$ cat src/rtl/btn_debounce.sv
// btn_debounce: multi-channel pushbutton conditioner.
// Each raw pin goes through a two-flop synchronizer and a per-channel
// stability counter. The block emits a debounced level plus registered,
// single-cycle press and release strobes. Channels are fully independent.
module btn_debounce #(
    parameter int WIDTH         = 4,
    parameter int STABLE_CYCLES = 1000000,
    localparam int CNT_W        = $clog2(STABLE_CYCLES + 1)
) (
    input  logic             clk,
    input  logic             rst,
    input  logic [WIDTH-1:0] btn_in,
    output logic [WIDTH-1:0] btn_level,
    output logic [WIDTH-1:0] btn_press,
    output logic [WIDTH-1:0] btn_release
);

    // The counter's terminal value. Reaching it while the input still
    // disagrees with the level commits the new level.
    localparam logic [CNT_W-1:0] CNT_LAST = CNT_W'(STABLE_CYCLES - 1);
    localparam logic [CNT_W-1:0] CNT_ONE  = CNT_W'(1);

    // Synchronizer stages. sync0_q is only ever read by sync1_q.
    logic [WIDTH-1:0] sync0_q;
    logic [WIDTH-1:0] sync1_q;

    // Per-channel stability counters.
    logic [CNT_W-1:0] cnt_q [WIDTH];
    logic [CNT_W-1:0] cnt_d [WIDTH];

    // Debounced level and strobes.
    logic [WIDTH-1:0] level_q;
    logic [WIDTH-1:0] level_d;
    logic [WIDTH-1:0] press_q;
    logic [WIDTH-1:0] press_d;
    logic [WIDTH-1:0] release_q;
    logic [WIDTH-1:0] release_d;

    // Combinational helpers.
    logic [WIDTH-1:0] differ;
    logic [WIDTH-1:0] update;

    // Two-flop synchronizer with no logic between the stages.
    always_ff @(posedge clk) begin
        if (rst) begin
            sync0_q <= '0;
            sync1_q <= '0;
        end else begin
            sync0_q <= btn_in;
            sync1_q <= sync0_q;
        end
    end

    // Stability filter: count consecutive disagreeing cycles, commit on the last one.
    always_comb begin
        differ = sync1_q ^ level_q;
        update = '0;
        for (int unsigned i = 0; i < unsigned'(WIDTH); i++) begin
            cnt_d[i] = '0;
            if (differ[i]) begin
                if (cnt_q[i] == CNT_LAST) begin
                    update[i] = 1'b1;
                end else begin
                    cnt_d[i] = cnt_q[i] + CNT_ONE;
                end
            end
        end
        level_d   = (level_q & ~update) | (sync1_q & update);
        press_d   = update & sync1_q;
        release_d = update & ~sync1_q;
    end

    // Counter registers; any return to agreement restarts from zero.
    always_ff @(posedge clk) begin
        if (rst) begin
            for (int unsigned i = 0; i < unsigned'(WIDTH); i++) begin
                cnt_q[i] <= '0;
            end
        end else begin
            for (int unsigned i = 0; i < unsigned'(WIDTH); i++) begin
                cnt_q[i] <= cnt_d[i];
            end
        end
    end

    // Level and strobe registers; strobes coincide with the level change.
    always_ff @(posedge clk) begin
        if (rst) begin
            level_q   <= '0;
            press_q   <= '0;
            release_q <= '0;
        end else begin
            level_q   <= level_d;
            press_q   <= press_d;
            release_q <= release_d;
        end
    end

    assign btn_level   = level_q;
    assign btn_press   = press_q;
    assign btn_release = release_q;

endmodule

$ cat config.mk
export PLATFORM = sky130hd
export DESIGN_NAME = btn_debounce
export DESIGN_NICKNAME = d
export VERILOG_FILES = /design/src/rtl/btn_debounce.sv
export SDC_FILE = /design/constraint.sdc
export NUM_CORES = 1
export LEC_CHECK = 0
export ABC_AREA = 1
export BUFFER_PORTS_ARGS = -buffer_cell sky130_fd_sc_hd__buf_2
export CAP_MARGIN = 20
export CORE_MARGIN = 1
export CORE_UTILIZATION = 54
export CTS_BUF_LIST = sky130_fd_sc_hd__clkbuf_4
export CTS_CLUSTER_DIAMETER = 50
export CTS_CLUSTER_SIZE = 28
export DETAILED_ROUTE_END_ITERATION = 10
export GPL_ROUTABILITY_DRIVEN = 0
export MAX_ROUTING_LAYER = met4
export PLACE_DENSITY = 0.71
export SLEW_MARGIN = 40
export SYNTH_ARGS = -nofsm -noshare
export SYNTH_HDL_FRONTEND = slang
export SYNTH_SLANG_ARGS = --single-unit
$ cat constraint.sdc
create_clock -name clk -period 3.2 [get_ports clk]
set_input_delay 0.32 -clock clk [delete_from_list [all_inputs] [get_ports clk]]
set_output_delay 0.32 -clock clk [all_outputs]
set_load 0.01 [all_outputs]
; ---- After elaboration in Yosys (flattened, before gate mapping)
; Memories as Yosys holds them, arrays and structs flattened.
; Index checks and enable logic that the tools add are counted.
[op_classes]
addsub = 4
n_eq_ne = 4
mux = 23
n_bitwise = 11
[ops]
columns = operator, n
row1 = $mux W20, 12
row2 = $add A20 B1 Y20 const B, 4
row3 = $eq A20 B20 Y1 const B, 4
row4 = $and A4 B4 Y4, 3
row5 = $mux W1, 11
row6 = $not A4 Y4, 2
row7 = $or A1 B1 Y1, 4
row8 = $or A4 B4 Y4, 1
row9 = $xor A4 B4 Y4, 1
[word_totals]
ff_bits = 20
ramBits = 80
in_bits = 6
word_cells = 48
memories = 1
[memory_table]
columns = name, depth, width, read_ports, rd_ports_with_merged_regs, write_ports, line_no
row1 = cnt_q, 4, 20, 4, 0, 4, 28  ; logic [CNT_W-1:0] cnt_q [WIDTH];

; ---- Depth between registers and ports, before layout
[depth]
word_depth = 6
depth_mapped = 9

; ---- Worst setup path after synthesis
; OpenSTA, ideal clock, no wires.
[synth_timing]
kind = register to register
start = mem cnt_q[3][0] (netlist name)
end = mem cnt_q[3][12] (netlist name)
setup_ns = 0.115
t_arrival_ns = 1.203
slack_ns = 1.883
stages_incl_launch_ff = 8
path_buffers = 1
cell_sequence = dfxtp_1 ha_1 nand3_2 nor2_2 nand3_2 nand2_4 buf_6 nor2_1
[synth_rtl]
columns = element, line_no
row1 = from (decl), 28

==> key figures <==
Setup path
  – Crit start category: register
  – CP Depth: 8
  – WP data required: 3.55 ns
  – Crit path max-delay family: simple AND/OR/NAND/NOR gates
  – Setup CP Type: reg2reg
  – R2r worst-path depth: 8
  – Crit path buffers/inverters: 1
  – Critical Path Sink Type: register
  – Worst path cell trace: ha_1, nand3_2, inv_1, nand2_2, nor2_2, nand3_1, nand3_1, nor2_1
  – Crit path top cell by count: nand3_1
  – Crit path DAT: 1.89 ns
  – Worst path slowest cell: dfxtp_1
  – Maximum fanout along the worst path: 5
  – CP peak stage delay: 0.39 ns

Routing
  – Total Routed Length: 9.13 mm
  – First DRT Iteration DRCs: 126
  – Routed WL per cell: 11.2 um
  – Avg Vias per Cell: 5.01
  – Via count: 4094
  – Remaining antenna violation count: 0
  – Pre-antenna DRT Iters: 5
  – Remaining DRCs: 0

Final layout
  – Layout cells sized above 1: 10.6%
  – Syn-to-layout area delta: 5.69%
  – Nets: 714
  – ANT cells: 0

Power
  – Switching power: 0.440 mW
  – Comb pwr share: 1.6%
  – Proportion of power drawn by flip-flops and latches: 67.7%
  – Power Dens Cells: 365 nW/um2
  – Internal power: 1.42 mW
  – Net Sw Frac: 23.7%
  – Worst VDD drop: 0.234 mV
  – Static leakage: 1.62 nW
  – Clock Power Share: 30.7%

Clocking
  – Worst skew pair latency: 0.44 ns
  – Cts repair resizes: 0
  – Postcts setup bufs: 0
  – CTS tree: done
  – Sink Count: 100
  – Hold_buf cts: 0
  – Clock slew at reported path FFs: 0.15 ns
  – Root Buffer: clkbuf_4
  – CTS Buf Count: 9
  – H-tree depth: 3
  – Clk buf depth: 2

Global route
  – Vias in the first global route: 3668
  – Tot GR Track Use: 21.5%
  – Largest net degree at the start of global routing: 19
  – Initial antenna violation count: 0
  – Congestion Overflow GR: 0
  – First-pass GRT wire length: 15.4 mm

Min path
  – Worst hold stages: 3
  – Hold Path Class: in2reg

Yosys
  – Post-Synth Adder-Cell Area: 1.04%
  – Cells after synthesis: 681
  – Synth Area in XOR/XNOR: 5.45%
  – Synth Net Count: 691
  – Post-Synth Simple-Gate Area: 38.3%
  – Yosys Warn Count: 0
  – Post-synthesis cell type count: 29
  – Sequential area share after synthesis: 41.5%
  – Largest family of logic cells by synthesized area: simple AND/OR/NAND/NOR gates
  – Compound-Gate Fraction of Synth Area: 7.11%
  – Mux cell area share after synthesis: 0%
  – Syn_area_per_cell: 7.08 um2
  – Post-synthesis cell area: 4820 um2
  – Synthesized flop and latch total: 100

STA
  – Setup_tns: 0 ns
  – Final setup fails: 0
  – Worst Tran Pin Value: 0.275 ns
  – Min Tclk post-route: 1.54 ns
  – Rel. slew slack: 81.7%
  – Fmax: 0.650 GHz
  – Setup Skew: 0.0127 ns
  – RSZ-0062 raised after global routing: no
  – Final Hold Viols: 0
  – Max Slew Vio Count: 0
  – Final worst path period share: 48.1%
  – Hold WS: 0.0627 ns

Placed design
  – Buffers on Ports: 17
  – HPWL Detailed: 6.80 mm

Die
  – Row cnt: 34
  – Ports: 18
  – Die height: 96.5 um
  – Die area: 9310 um2
  – Core area: 8680 um2
  – Die width: 96.5 um
  – Starting Density: 55.5%

Status
  – Status: finished, final reports clean

Run
  – # Max-Cap Violations: 0
power by group through the flow:
stage	registers (mW)	logic [mW]	clock network [mW]
after global routing	1.26	0.0349	0.639
final	1.26	0.0305	0.570
after global placement	1.28	0.0303	0
after CTS	1.26	0.0310	0.596
after detailed placement	1.28	0.0309	0
after floorplan	1.28	0.0264	0
layer usage:
| metal | vias to the layer above | GRT usage (%) | part of all wire [%] |
|---|---|---|---|
| li1 | 2192 | - | - |
| met1 | 1833 | 27.1 | 50 |
| met2 | 59 | 34.2 | 45 |
| met3 | 10 | 5.79 | 3.5 |
| met4 | 0 | 5.51 | 1.2 |
| met5 | - | - | 0 |
worst paths after layout:
kind                            slack, ns      endpoint        start
worst max-delay path                 1.66  cnt_q[3][16]  cnt_q[3][0]
worst min-delay path                 0.06    sync0_q[1]    btn_in[1]
worst max register to register       1.66  cnt_q[3][16]  cnt_q[3][0]
worst min register to register       0.41    sync1_q[0]   sync0_q[0]
synthesized netlist by cell type:
master      n  area (um2)
or2_2       7        43.8
nand3b_1    2        15.0
buf_6       5        56.3
nor3b_1     1        7.51
xor2_1     15         131
nand2_1   129         484
nand3_1    68         340
nor3_1      6        30.0
dfxtp_1   100        2000
o21bai_1    4        30.0
a21oi_2     1        8.76
inv_2       1        3.75
nor2_4      2        22.5
nand2_4     4        45.0
nand4_1     5        31.3
a21oi_4     3        48.8
and2_1      3        18.8
a21oi_1    37         185
nand3_2     6        60.1
o21ai_0     7        35.0
nor2_2     11        68.8
clkinv_4    1        8.76
o21ai_2     4        35.0
ha_1        4        50.1
or2_0       7        43.8
xnor2_1    15         131
nand2_2     3        18.8
nor2_1    164         616
inv_1      66         248
logic make-up (layout without fill, tap and decap cells):
logic type,count (synthesis),in the layout
and+or+nand+nor,418,418
DFF,100,100
buffers and inverters,73,101
AOI/OAI and AO/OA,56,56
xor gates and xnor gates,30,30
adders and majority gates,4,4
cells in the final DEF (no fill, tap or decap):
cell type	count
nand3_1	68
nor3b_1	1
ha_1	4
xor2_1	15
or2_2	7
nand2_1	129
nand2_4	4
or2_0	7
a21oi_4	3
a21oi_1	37
a21oi_2	1
nand2_2	3
o21bai_1	4
inv_1	66
clkinv_2	3
inv_2	1
nor2_4	2
and2_1	3
dfxtp_1	100
nand4_1	5
nand3b_1	2
xnor2_1	15
nor2_1	164
clkinv_1	1
clkinvlp_4	2
buf_2	17
nand3_2	6
nor2_2	11
o21ai_0	7
o21ai_2	4
inv_6	1
clkinv_4	1
nor3_1	6
clkbuf_4	9
tightest hold or removal path, stage by stage:
cell and delay (ns):
buf_2 0.09, inv_1 0.04, nor2_1 0.03
sequential cells by signal (all words and copies together), names as in the netlist, named ones only:
signal	cells
cnt_q	80
btn_release	4
sync0_q	4
btn_press	4
sync1_q	4
final cells by class:
type	instances	area (um2)
clock buffer	9	67.6
multi-input combinational	508	2500
timing repair buffer	17	85.1
sequential	100	2000
fill	889	3580
inverter	68	260
clock inverter	7	42.5
tap	108	135
metrics by stage:
stage | power [mW] | worst slack, ns | cells | cell area [um2] | utilization, %
final | 1.86 | 1.66 | 817 | 5090 | 58.7
after global routing | 1.93 | 1.50 | 817 | 5090 | 58.7
after CTS | 1.88 | 1.65 | 817 | 5090 | 58.7
after detailed placement | 1.32 | 1.68 | 801 | 4980 | 57.4
after global placement | 1.31 | 1.76 | 801 | 4980 | 57.4
after floorplan | 1.31 | 1.88 | 681 | 4820 | -
No activity file was read; power rests on OpenSTA's default activity.
